--- src/rtl/pio_pkg.sv ---
// pio_loader shared package: pio action codes and loader FSM states.
// SIDES state exists only when PIO_LOADER_SIDES_EN is defined.
package pio_pkg;

    localparam int ACTION_W = 4;

    localparam logic [ACTION_W-1:0] NONE  = 4'd0;
    localparam logic [ACTION_W-1:0] INSTR = 4'd1;
    localparam logic [ACTION_W-1:0] PEND  = 4'd2;
    localparam logic [ACTION_W-1:0] PULL  = 4'd3;
    localparam logic [ACTION_W-1:0] PUSH  = 4'd4;
    localparam logic [ACTION_W-1:0] GRPS  = 4'd5;
    localparam logic [ACTION_W-1:0] EN    = 4'd6;
    localparam logic [ACTION_W-1:0] DIV   = 4'd7;
    localparam logic [ACTION_W-1:0] SIDES = 4'd8;
    localparam logic [ACTION_W-1:0] IMM   = 4'd9;
    localparam logic [ACTION_W-1:0] SHIFT = 4'd10;

    typedef enum logic [3:0] {
        S_IDLE,
        S_FETCH,
        S_INSTR,
        S_PEND,
        S_DIV,
        S_GRPS,
        S_SHIFT,
`ifdef PIO_LOADER_SIDES_EN
        S_SIDES,
`endif
        S_EN,
        S_RUN,
        S_PULL_WAIT
    } state_t;

endpackage

--- src/rtl/pio_loader_if.sv ---
// pio action/din command bus between the loader (master) and pio (slave).
// Carries per-machine FIFO status back to the loader.
interface pio_loader_if;
    import pio_pkg::*;

    logic [ACTION_W-1:0] action;
    logic [4:0]          index;
    logic [1:0]          mindex;
    logic [31:0]         din;
    logic [31:0]         dout;
    logic [3:0]          tx_full;
    logic [3:0]          rx_empty;

    modport master (
        output action, index, mindex, din,
        input  dout, tx_full, rx_empty
    );

    modport slave (
        input  action, index, mindex, din,
        output dout, tx_full, rx_empty
    );

endinterface

--- src/rtl/pio_stream_arb.sv ---
// RUN-phase arbiter: picks PULL over PUSH in NONE gap cycles and
// captures the pulled word one cycle after the PULL action.
module pio_stream_arb (
    input  logic        clk,
    input  logic        reset,
    input  logic        run,
    input  logic        pull_wait,
    input  logic        gap,
    input  logic        rx_empty,
    input  logic        tx_full,
    input  logic        tx_valid,
    input  logic [31:0] dout,
    output logic        do_pull,
    output logic        do_push,
    output logic        cap,
    output logic        rx_valid,
    output logic [31:0] rx_data
);

    assign do_pull = run && gap && !rx_empty;
    assign do_push = run && gap && rx_empty && tx_valid && !tx_full;
    // PULL is on the bus in the first wait cycle; dout follows in the gap
    assign cap     = pull_wait && gap;

    always_ff @(posedge clk) begin
        if (reset) begin
            rx_valid <= 1'b0;
            rx_data  <= '0;
        end else begin
            rx_valid <= cap;
            if (cap) rx_data <= dout;
        end
    end

endmodule

--- src/rtl/pio_loader.sv ---
// Hardware initiator that loads a pio program/config, then bridges streams.
// Optional SIDES action stage: define PIO_LOADER_SIDES_EN.
module pio_loader
    import pio_pkg::*;
#(
    parameter int PLEN_W = 6,
    parameter int ADDR_W = 5
) (
    input  logic              clk,
    input  logic              reset,
    input  logic              start,
    input  logic [1:0]        sm_sel,
    input  logic [PLEN_W-1:0] plen,
    input  logic [31:0]       cfg_pend,
    input  logic [23:0]       cfg_div,
    input  logic [31:0]       cfg_grps,
    input  logic [31:0]       cfg_shift,
`ifdef PIO_LOADER_SIDES_EN
    input  logic [31:0]       cfg_sides,
`endif
    output logic [ADDR_W-1:0] rom_addr,
    input  logic [15:0]       rom_data,
    pio_loader_if.master      pio,
    input  logic              tx_valid,
    input  logic [31:0]       tx_data,
    output logic              tx_ready,
    output logic              rx_valid,
    output logic [31:0]       rx_data,
    output logic              busy,
    output logic              running
);

    state_t state, state_n;
    logic   ph, ph_n;
    logic   latch;

    logic [ACTION_W-1:0] act_q, act_n;
    logic [ADDR_W-1:0]   idx_q, idx_n;
    logic [1:0]          mix_q, mix_n;
    logic [31:0]         din_q, din_n;
    logic [ADDR_W-1:0]   addr_q, addr_n;
    logic                busy_q, busy_n;
    logic                run_q, run_n;
    logic                rdy_q, rdy_n;

    logic [1:0]        sm_q;
    logic [PLEN_W-1:0] plen_q;
    logic [31:0]       pend_q;
    logic [23:0]       div_q;
    logic [31:0]       grps_q;
    logic [31:0]       shift_q;
`ifdef PIO_LOADER_SIDES_EN
    logic [31:0]       sides_q;
`endif

    logic [PLEN_W-1:0]   last_w;
    logic [ACTION_W-1:0] step_act;
    logic [31:0]         step_din;
    state_t              step_next;
    logic                do_pull, do_push, cap;

    assign last_w = plen_q - PLEN_W'(1);

    pio_stream_arb u_arb (
        .clk       (clk),
        .reset     (reset),
        .run       (state == S_RUN),
        .pull_wait (state == S_PULL_WAIT),
        .gap       (act_q == NONE),
        .rx_empty  (pio.rx_empty[sm_q]),
        .tx_full   (pio.tx_full[sm_q]),
        .tx_valid  (tx_valid),
        .dout      (pio.dout),
        .do_pull   (do_pull),
        .do_push   (do_push),
        .cap       (cap),
        .rx_valid  (rx_valid),
        .rx_data   (rx_data)
    );

    // Configuration action table: what each config state issues and where it goes
    always_comb begin
        step_act  = NONE;
        step_din  = '0;
        step_next = S_IDLE;
        case (state)
            S_PEND: begin
                step_act  = PEND;
                step_din  = pend_q;
                step_next = S_DIV;
            end
            S_DIV: begin
                step_act  = DIV;
                step_din  = {8'b0, div_q};
                step_next = S_GRPS;
            end
            S_GRPS: begin
                step_act  = GRPS;
                step_din  = grps_q;
                step_next = S_SHIFT;
            end
            S_SHIFT: begin
                step_act  = SHIFT;
                step_din  = shift_q;
`ifdef PIO_LOADER_SIDES_EN
                step_next = S_SIDES;
`else
                step_next = S_EN;
`endif
            end
`ifdef PIO_LOADER_SIDES_EN
            S_SIDES: begin
                step_act  = SIDES;
                step_din  = sides_q;
                step_next = S_EN;
            end
`endif
            S_EN: begin
                step_act  = EN;
                step_din  = 32'd1;
                step_next = S_RUN;
            end
            default: ;
        endcase
    end

    always_comb begin
        state_n = state;
        ph_n    = ph;
        latch   = 1'b0;
        act_n   = NONE;
        idx_n   = idx_q;
        mix_n   = mix_q;
        din_n   = din_q;
        addr_n  = addr_q;
        busy_n  = busy_q;
        run_n   = run_q;
        rdy_n   = 1'b0;
        unique case (state)
            S_IDLE: begin
                if (start) begin
                    latch   = 1'b1;
                    busy_n  = 1'b1;
                    ph_n    = 1'b0;
                    addr_n  = '0;
                    mix_n   = sm_sel;
                    state_n = (plen == '0) ? S_PEND : S_FETCH;
                end
            end
            S_FETCH: state_n = S_INSTR;
            S_INSTR: begin
                act_n = INSTR;
                idx_n = addr_q;
                din_n = {16'b0, rom_data};
                if (addr_q == last_w[ADDR_W-1:0]) begin
                    state_n = S_PEND;
                end else begin
                    addr_n  = addr_q + ADDR_W'(1);
                    state_n = S_FETCH;
                end
            end
            // First phase of each config state is the NONE gap
            S_PEND, S_DIV, S_GRPS, S_SHIFT,
`ifdef PIO_LOADER_SIDES_EN
            S_SIDES,
`endif
            S_EN: begin
                if (!ph) begin
                    ph_n = 1'b1;
                end else begin
                    ph_n    = 1'b0;
                    act_n   = step_act;
                    din_n   = step_din;
                    state_n = step_next;
                    if (state == S_EN) begin
                        busy_n = 1'b0;
                        run_n  = 1'b1;
                    end
                end
            end
            S_RUN: begin
                if (do_pull) begin
                    act_n   = PULL;
                    state_n = S_PULL_WAIT;
                end else if (do_push) begin
                    act_n = PUSH;
                    din_n = tx_data;
                    rdy_n = 1'b1;
                end
            end
            S_PULL_WAIT: begin
                if (cap) state_n = S_RUN;
            end
            default: state_n = S_IDLE;
        endcase
    end

    always_ff @(posedge clk) begin
        if (reset) begin
            state  <= S_IDLE;
            ph     <= 1'b0;
            act_q  <= NONE;
            idx_q  <= '0;
            mix_q  <= '0;
            din_q  <= '0;
            addr_q <= '0;
            busy_q <= 1'b0;
            run_q  <= 1'b0;
            rdy_q  <= 1'b0;
        end else begin
            state  <= state_n;
            ph     <= ph_n;
            act_q  <= act_n;
            idx_q  <= idx_n;
            mix_q  <= mix_n;
            din_q  <= din_n;
            addr_q <= addr_n;
            busy_q <= busy_n;
            run_q  <= run_n;
            rdy_q  <= rdy_n;
        end
    end

    always_ff @(posedge clk) begin
        if (reset) begin
            sm_q    <= '0;
            plen_q  <= '0;
            pend_q  <= '0;
            div_q   <= '0;
            grps_q  <= '0;
            shift_q <= '0;
`ifdef PIO_LOADER_SIDES_EN
            sides_q <= '0;
`endif
        end else if (latch) begin
            sm_q    <= sm_sel;
            plen_q  <= plen;
            pend_q  <= cfg_pend;
            div_q   <= cfg_div;
            grps_q  <= cfg_grps;
            shift_q <= cfg_shift;
`ifdef PIO_LOADER_SIDES_EN
            sides_q <= cfg_sides;
`endif
        end
    end

    assign pio.action = act_q;
    assign pio.index  = idx_q;
    assign pio.mindex = mix_q;
    assign pio.din    = din_q;
    assign rom_addr   = addr_q;
    assign tx_ready   = rdy_q;
    assign busy       = busy_q;
    assign running    = run_q;

endmodule

--- src/flat_wrapper.sv ---
// flat-port wrapper written by rule: the top's interface ports become plain ports
module pio_loader_flat import pio_pkg::*;
#(
    parameter int PLEN_W = 6,
    parameter int ADDR_W = 5
)
  (clk, reset, start, sm_sel, plen, cfg_pend, cfg_div, cfg_grps, cfg_shift, rom_addr, rom_data, tx_valid, tx_data, tx_ready, rx_valid, rx_data, busy, running, pio_action, pio_index, pio_mindex, pio_din, pio_dout, pio_tx_full, pio_rx_empty);
  pio_loader_if pio_i ();
  input  logic clk;
  input  logic reset;
  input  logic start;
  input  logic [1:0] sm_sel;
  input  logic [PLEN_W-1:0] plen;
  input  logic [31:0] cfg_pend;
  input  logic [23:0] cfg_div;
  input  logic [31:0] cfg_grps;
  input  logic [31:0] cfg_shift;
  output logic [ADDR_W-1:0] rom_addr;
  input  logic [15:0] rom_data;
  input  logic tx_valid;
  input  logic [31:0] tx_data;
  output logic tx_ready;
  output logic rx_valid;
  output logic [31:0] rx_data;
  output logic busy;
  output logic running;
  output wire logic [$bits(pio_i.action)-1:0] pio_action;
  output wire logic [$bits(pio_i.index)-1:0] pio_index;
  output wire logic [$bits(pio_i.mindex)-1:0] pio_mindex;
  output wire logic [$bits(pio_i.din)-1:0] pio_din;
  input wire logic [$bits(pio_i.dout)-1:0] pio_dout;
  input wire logic [$bits(pio_i.tx_full)-1:0] pio_tx_full;
  input wire logic [$bits(pio_i.rx_empty)-1:0] pio_rx_empty;
  assign pio_action = pio_i.action;
  assign pio_index = pio_i.index;
  assign pio_mindex = pio_i.mindex;
  assign pio_din = pio_i.din;
  assign pio_i.dout = pio_dout;
  assign pio_i.tx_full = pio_tx_full;
  assign pio_i.rx_empty = pio_rx_empty;
  pio_loader #(.PLEN_W(PLEN_W), .ADDR_W(ADDR_W)) u_core (.clk(clk), .reset(reset), .start(start), .sm_sel(sm_sel), .plen(plen), .cfg_pend(cfg_pend), .cfg_div(cfg_div), .cfg_grps(cfg_grps), .cfg_shift(cfg_shift), .rom_addr(rom_addr), .rom_data(rom_data), .pio(pio_i), .tx_valid(tx_valid), .tx_data(tx_data), .tx_ready(tx_ready), .rx_valid(rx_valid), .rx_data(rx_data), .busy(busy), .running(running));
endmodule
--- config.mk ---
export PLATFORM = sky130hd
export DESIGN_NAME = pio_loader_flat
export DESIGN_NICKNAME = d
export VERILOG_FILES = /design/src/rtl/pio_pkg.sv /design/src/rtl/pio_loader_if.sv /design/src/rtl/pio_stream_arb.sv /design/src/rtl/pio_loader.sv /design/src/flat_wrapper.sv
export SDC_FILE = /design/constraint.sdc
export NUM_CORES = 1
export LEC_CHECK = 0
export ABC_AREA = 0
export CAP_MARGIN = 20
export CORE_MARGIN = 1
export CORE_UTILIZATION = 35
export DETAILED_ROUTE_END_ITERATION = 12
export GPL_TIMING_DRIVEN = 0
export PLACE_DENSITY_LB_ADDON = 0.1
export SYNTH_ARGS = -nofsm -noshare
export SYNTH_HDL_FRONTEND = slang
export SYNTH_SLANG_ARGS = --single-unit
--- constraint.sdc ---
create_clock -name clk -period 2.05 [get_ports clk]
set_input_delay 0.615 -clock clk [delete_from_list [all_inputs] [get_ports clk]]
set_output_delay 0.615 -clock clk [all_outputs]
set_load 0.1 [all_outputs]
# Word-level counts from Yosys, hierarchy flattened
# Index checks and enable logic that the tools add are counted.
# totals
ff_bits	216
in_bits	220
out_inout_bits	84
wordCells	98
# classes
muxes	35
addsub	2
eq_ne	18
n_reduce_logical	23
bitwise_logic	1
magnitude_cmp	1
# ops
operator	count
32-bit one-hot mux with 5 select lines	1
32-bit two-way mux	3
32-bit one-hot mux with 3 select lines	1
4-bit one-hot mux with 5 select lines	2
4-bit two-way mux	6
4-bit one-hot mux with 6 select lines	1
4-bit by 3-bit equality test with 1-bit output, second input constant	4
4-bit one-hot mux with 3 select lines	1
4-bit AND reduction	3
1-bit two-way mux	10
5-bit two-way mux	2
2-bit by 1-bit inequality test with 1-bit output, second input constant	5
5-bit one-hot mux with 2 select lines	1
4-bit by 2-bit equality test with 1-bit output, second input constant	2
4-bit equality test, second input constant	2
4-bit zero test	2
1-bit logical AND	6
6-bit zero test	1
2-bit inequality test, second input constant	3
3-bit AND reduction	2
5-bit by 1-bit adder with 5-bit output, second input constant	1
5-bit equality test	1
5-bit OR reduction	1
5-bit by 1-bit subtractor with 5-bit output, second input constant	1
12 further kinds	18

# Longest topological paths before layout
# logic_depth
ltp_word	8
mapped_depth	8
depth_no_buf	7

# Modules after synthesis
# From an unflattened synthesis, not the netlist that was laid out.
# unflattened
hier_cells	1124
hier_area_um2	9168.8
# by_module_without_submodules
module	area_per_inst_um2	seq_area_each_um2	instances	cells_per_inst
pio_loader	7636.1	3623.5	1	971
pio_stream_arb	1532.7	660.6	1	153

# Worst setup path after synthesis
# No wires, ideal clock.
# synth_path
path_kind	register -> register
start	register u_core.sm_q[0]
end	register u_core.din_q[15] (netlist: u_core.pio.din[15])
stages_incl_launch_ff	7
arrival_ns	2.458
slack_ns	-0.494
path_buffers	1
synth_period_minus_slack_ns	2.544
setup_time_ns	0.086
required_time_ns	1.964
path_cell_list	dfxtp_1 -> mux4_2 -> nand2b_1 -> o21ai_4 -> buf_4 -> nor2_1 -> a211oi_1
# synth_via
elab_chain_cells	7
elab_cells_between_ends	13
cone_classes	eq/ne (2); mux (4); reduce/logical (7)
# synth_lines
item	line_no	source
start: declaration	pio_loader.sv:46	logic [1:0] sm_q;
start signal: assignment	pio_loader.sv:236	sm_q <= sm_sel;
1-bit binary-select mux with 2-bit select	pio_loader.sv:70	.rx_empty (pio.rx_empty[sm_q]),
1-bit two-way mux (not written as such)	pio_loader.sv:70	
1-bit logical AND (3 in a row)	pio_stream_arb.sv:21	assign do_push = run && gap && rx_empty && tx_valid && !tx_full;
2-bit by 1-bit inequality test with 1-bit output (no line)	n/a	
4-bit AND reduction (no line) (*)	n/a	
end signal: assignment	pio_loader.sv:216	din_q <= din_n;
end: declaration	pio_loader.sv:40	logic [31:0] din_q, din_n;
# Every way passes the cells marked *; elsewhere a longest branch is shown, timed or not. The select of a mux whose other input is x is not followed.
# A chain may end at the register's enable or synchronous reset.

# Worst setup path in the final report
# layout_path
start	register u_core.din_q[11] (netlist: u_core.pio.din[11])
end	output port pio_din[11]
# layout_lines
item	line_no	source
end: declaration	flat_wrapper.sv:30	output wire logic [$bits(pio_i.din)-1:0] pio_din;
# No word-level cell between the ends.

==> metrics.txt <==
outcome completed; Post-Syn Area approximately 9100 um2; fmax ~490 MHz; via count approximately 9.5k; root buffer cell clkbuf_16; worst-path cell chain clkdlybuf4s18_2; final wirelength between 30 and 40 mm; die height 163 um; pwr/cell area 864 nW/um2; drt drc 0; area share of the largest cell type after synthesis 0.473; post-layout instance area around 13000 um2; synthesis-to-layout area growth 47.6%; Num CTS Buffers 24; H-Tree Depth 1; num rows a little under 60; Final Power between 10 and 15 mW; Max clock buf depth 3; M1 wire length 15.2 mm; max incr delay on CP between 500 and 600 ps; Lkg Pwr 4.89 nW; Max Cap Viol 0; synth warn 0; commonest non-fill, non-tap cell in the layout nand2_1; max layer used met5; Worst-path clk slew 60 ps; share of layout cells above drive strength 1 0.165; grt ovf 0; Peak supply drop ~0.49 mV; clk sinks between 200 and 250; CTS Hold Bufs 0; Top Ports slightly above 300; ys async rst share 0; area leader, netlist dfxtp_1; Gate Count Post-Synth approximately 1.1k; via/cell ratio 5.20; clock period minus worst slack approximately 2000 ps; RePlAce Congestion roughly 0.9; commonest cells after routing, fill and taps aside nand2_1 (351), clkdlybuf4s50_1 (218), dfxtp_1 (203); nets approximately 1.7k; Core Footprint about 25000 um2; #FFs+latches synth 214; Mean Syn Cell Area between 7 and 8 um2; vias in the first global route 9165; initial antenna violation count 2; Area after DPL 12500 um2; met3 wire len 2.63 mm; DR WL/cell between 15 and 20 um; Crit. End Element output port; # port buffers approximately 300; RSZ-0062 raised after global routing true; Critical-path top delay cell clkdlybuf4s18_2; hold crit path type flop to flop; Worst-Skew Late Latency between 500 and 600 ps; placed insts 1778; syn nets about 1.4k; die area approximately 27000 um2; dpl hpwl between 20 and 30 mm; top cells by area, synth dfxtp_1 (47%), nand2_1 (15%), a21oi_1 (10%), a22oi_1 (2.8%), a211oi_1 (2.7%); buffer and inverter count on the worst path 1; Worst Path Required 1430 ps; CTS tree yes; Levels on crit path 1; DRT Pass-1 Iters 9; total global-route track usage 0.256; setup TNS 0 ps; Non-Filler Instances about 1.8k; part of the cycle the worst path needs 0.995; number of antenna-violating nets in the routed design 0; register area share after synthesis 0.473; Post-synth top flop dfxtp_1; Die X-Extent around 160 um; Post-synth EDFFs 0; CP Max Fanout 2; Fin. Hold Viols 0; first-pass GRT wire length between 50 and 60 mm; DR WL met2 between 15 and 20 mm; Worst Hold Depth 2; Slew @ Worst Pin 727 ps; FF-to-FF path depth 8; DR iter-0 viols 812; CP delay by family, top buffers and inverters; Final Skew around 15 ps; critical path type flop to output port; final setup violation count 0; max_slew headroom 0.515; pin count of the biggest net entering global routing 13; Initial Utilization 0.359; post-synthesis cell type count 56; Startpoint Class flop; Critical Path AT 1430 ps; max-slew violation count 0
## synth_stat cells, types with 4 or more instances
cell and n:
nand2_1 351, dfxtp_1 214, a21oi_1 188, clkbuf_1 62, nor2_1 57, a22oi_1 34, a211oi_1 32, buf_2 26
o21ai_0 19, a311oi_1 15, a32oi_1 13, a221oi_1 10, a22o_1 10, mux2_2 10, nor2b_1 9, a222oi_1 8
nand3_1 7, buf_1 6, inv_1 6, buf_4 5, nor3_1 5, o211ai_1 4
## stage by stage
stage,hold slack (ps),util,worst slack (ps)
4_1_cts,454,0.528,-36.4
3_3_place_gp,434,0.495,-681
6_report,452,0.529,9.92
2_1_floorplan,432,-,1.71
3_5_place_dp,446,0.495,-672
5_1_grt,467,0.529,-19.0
## registers in the layout, summed over array words and instances (netlist names), 5 cells and up
name / flops
u_core.u_arb.rx_data: 32
u_core.grps_q: 32
u_core.pio.index: 5
u_core.pend_q: 32
u_core.rom_addr: 5
u_core.div_q: 24
u_core.pio.din: 32
u_core.plen_q: 5
u_core.shift_q: 32
## layout make-up
| cell class | count | area, um2 |
|---|---|---|
| Tap cell | 330 | 413 |
| Inverter | 7 | 27.5 |
| Timing Repair Buffer | 312 | 2940 |
| Clock inverter | 3 | 15.0 |
| Fill cell | 2499 | 11900 |
| Clock buffer | 38 | 724 |
| Sequential cell | 214 | 4300 |
| Multi-Input combinational cell | 826 | 4430 |
| Antenna cell | 1 | 2.50 |
| Buffer | 99 | 509 |
## metal layers
layer	vias up	global-route usage
met5	-	0
met1	4397	0.337
met4	2	0.0722
met2	389	0.428
li1	4666	-
met3	57	0.0443
## tightest hold or removal path, cell delays in order, from the launching register on
cell and delay (ps):
dfxtp_1 310, inv_1 50, a21oi_1 50
## worst paths after layout
| check | start | to | slack [ps] |
|---|---|---|---|
| worst min-delay path | u_core.running | u_core.running | 450 |
| worst min register to register | u_core.running | u_core.running | 450 |
| worst max register to register | u_core.state[0] | u_core.pio.din[1] | 20 |
| worst max-delay path | u_core.pio.din[11] | pio_din[11] | 10 |
## power breakdown
group	internal, mW	switching, mW	total, mW	leakage [nW]
combinational	0.983	1.81	2.79	2.77
clock	2.40	1.70	4.10	0.365
sequential	4.48	0.189	4.66	1.75
## logic make-up after synthesis
family                     count (synthesis)  synth area share
and+or+nand+nor                          458             0.208
DFF                                      214             0.473
xor gates and xnor gates                   6           0.00581
adders and majority gates                  2           0.00276
muxes                                     12            0.0174
buffers and inverters                    106            0.0496
AOI/OAI and AO/OA                        348             0.244
## timing repair
item,in CTS,in global routing
gates resized for setup,344,118
pin swaps,3,7
buffers inserted,6,4
setup endpoints to repair,280,223
endpoints found under the hold margin,0,0
Power figures use the tool's default switching activity.
==> edit, RTL diff (same flow settings) <==
Take the reset off `din_q` and `addr_q` and load them in a clocked block of their own.
--- a/src/rtl/pio_loader.sv
+++ b/src/rtl/pio_loader.sv
@@ -202,8 +202,6 @@
             act_q  <= NONE;
             idx_q  <= '0;
             mix_q  <= '0;
-            din_q  <= '0;
-            addr_q <= '0;
             busy_q <= 1'b0;
             run_q  <= 1'b0;
             rdy_q  <= 1'b0;
@@ -213,12 +211,15 @@
             act_q  <= act_n;
             idx_q  <= idx_n;
             mix_q  <= mix_n;
-            din_q  <= din_n;
-            addr_q <= addr_n;
             busy_q <= busy_n;
             run_q  <= run_n;
             rdy_q  <= rdy_n;
         end
+    end
+
+    always_ff @(posedge clk) begin
+        din_q  <= din_n;
+        addr_q <= addr_n;
     end
 
     always_ff @(posedge clk) begin
Check against the original RTL: differs if reset is asserted again (counterexample within 4 cycles, from zero or initial values and one cycle with reset high); with reset held inactive, the same outputs for 10 cycles.
==> edit against the original RTL <==
- the flow now finishes with violations (negative setup slack)
- wire length decreased by 11%
- final area fell by 1.4%
- via count decreased by 11%
- sequential cell count unchanged
- sequential share of layout area is 3.2 points higher
- synthesized area fell by 4.3%
- power fell by 0.45%
- register-to-register slack got worse by 0.09 ns
- first-iteration DRC count is 49% lower
- critical path depth grew 7
- global-route usage is 1.4 points lower
- clock skew fell by 0.0015 ns
- setup slack got worse by 0.077 ns
- critical path type is now reg -> reg
- critical endpoint is now u_core.pio.din[3]$_DFFE_PP_
- largest cell class is now flip-flops and latches
==> edit: results (changes against the original RTL) <==
outcome complete, but fails checks; failing checks negative setup slack; list of most frequent post-synthesis cells nand2_1 (378), dfxtp_1 (177), a21oi_1 (172); largest net degree at the start of global routing 20 (+7); worst reg-to-reg path cell count 8 (unchanged); clock skew 0.0140 ns (-0.00146 ns); input/output buffers 303 (+0.33%); Slew @ Worst Pin 0.745 ns (+0.0176 ns); peak supply drop 0.435 mV (-12%); wirelength, routed 31400 um (-11%); vias in the first global route 8457 (-7.7%); Hold WS 0.451 ns (-0.00156 ns); EDFF count, synth 37 (+37); top sig layer met4; final setup violation count 16 (+16); Met1 Wirelength 13600 um (-11%); first-pass GRT wire length 47500 um (-8.3%); met1 usage 31.2% (-2.5 points); Arr. time, crit path 2.35 ns (+0.92 ns); share of cells above drive strength 1 16.6% (+0.13 points); synth top area cells dfxtp_1 (41%), nand2_1 (16%), edfxtp_1 (13%); critical-path maximum fanout 7 (+5); placed wire-length estimate 22400 um (-16%); Netlist cell types 48 (-14%); sequential fraction of the synthesis area 53.7% (+6.4 points); Crit path max-delay family simple AND/OR/NAND/NOR gates; largest stage delay on the critical path 0.41 ns (-0.14 ns); met2 WL post-DR 14900 um (-9.8%); Final Wtd Congestion 0.861 (-4.3%); # diodes 0 (-1); Hold Startpoint u_core.u_arb.rx_data[11]$_SDFFE_PP0P_; Vias/cell 4.98 (-4.2%); setup ws final -0.0671 ns (-0.0770 ns); layout net count 1583 (-7.2%); Synthesized Nets 1233 (-9.9%); CP endpoint u_core.pio.din[3]$_DFFE_PP_; fill count 2308 (-7.6%); Hold Crit Depth 2 (unchanged); RR Startpoint u_core.state[3]$_SDFFE_PP0P_; Hold EP u_core.u_arb.rx_data[11]$_SDFFE_PP0P_; FFs w/ async S/R, synth 0% (unchanged); setup bufs post-CTS 17 (+11); TritonCTS Buffers 25 (+4.2%); Seq cells post-synth 214 (unchanged); initial antenna violation count 0 (-2); met3 Usage GRT 5.52% (+1.1 points); GRT met2 Usage 41.2% (-1.5 points); met3 WL 2320 um (-12%); First-pass DRT Iterations 5 (-4); Leak Pwr 5.02 nW (+2.7%); DR iter-0 viols 413 (-49%); GRT Util Overall 24.2% (-1.4 points); PostCTS Resize Cnt 308 (-10%); kind of critical path reg -> reg; Max stage delay cell, worst path or3b_4
edit: cell count changes after synthesis, moves of 16 or more:
| cell | before | now |
|---|---|---|
| nor2_1 | 57 | 17 |
| dfxtp_1 | 214 | 177 |
| edfxtp_1 | 0 | 37 |
| a211oi_1 | 32 | 0 |
| nand2_1 | 351 | 378 |
| clkbuf_1 | 62 | 36 |
| a21oi_1 | 188 | 172 |
edit: kinds of logic after synthesis:
family / Yosys count / synth area share (%)
simple gates: 438 / 21.1
compound gates: 262 / 18.5
flops: 214 / 53.7
buf+inv: 82 / 4.69
xor+xnor: 11 / 1.27
mux: 2 / 0.520
fa+ha+maj: 2 / 0.289
edit: metrics by stage:
step | TNS (ns) | cell area [um2] | setup slack [ns] | std cells
2_1_floorplan | -1.75 | 8690 | -0.0548 | 1011
3_3_place_gp | -103.31 | 12100 | -0.759 | 1638
3_5_place_dp | -106.95 | 12100 | -0.773 | 1638
4_1_cts | -4.79 | 13300 | -0.168 | 1700
5_1_grt | -1.72 | 13200 | -0.111 | 1703
6_report | -0.946 | 13200 | -0.0671 | 1703
edit: power breakdown:
part | switching, W | internal [W] | leakage, nW
combinational | 0.00145 | 0.000872 | 2.82
clock | 0.00173 | 0.00267 | 0.411
sequential | 0.000172 | 0.00460 | 1.79
edit: cell type report:
type / count / area [um2] / area share [%]
clock buffers: 41 / 807 / 6.12
plain buffers: 74 / 404 / 3.07
repair buffers: 324 / 3160 / 24.0
flip-flops and latches: 214 / 4670 / 35.4
clock inverters: 4 / 26.3 / 0.199
inverters: 6 / 26.3 / 0.199
well taps: 324 / 405 / 3.08
multi-input cells: 716 / 3680 / 28.0
edit: worst min-delay path, delay by kind of cell (launching register included):
kind | cells | cell delay, ns
AO/OA/AOI/OAI | 1 | 0.05
flip-flops | 1 | 0.30
AND/OR/NAND/NOR | 1 | 0.05
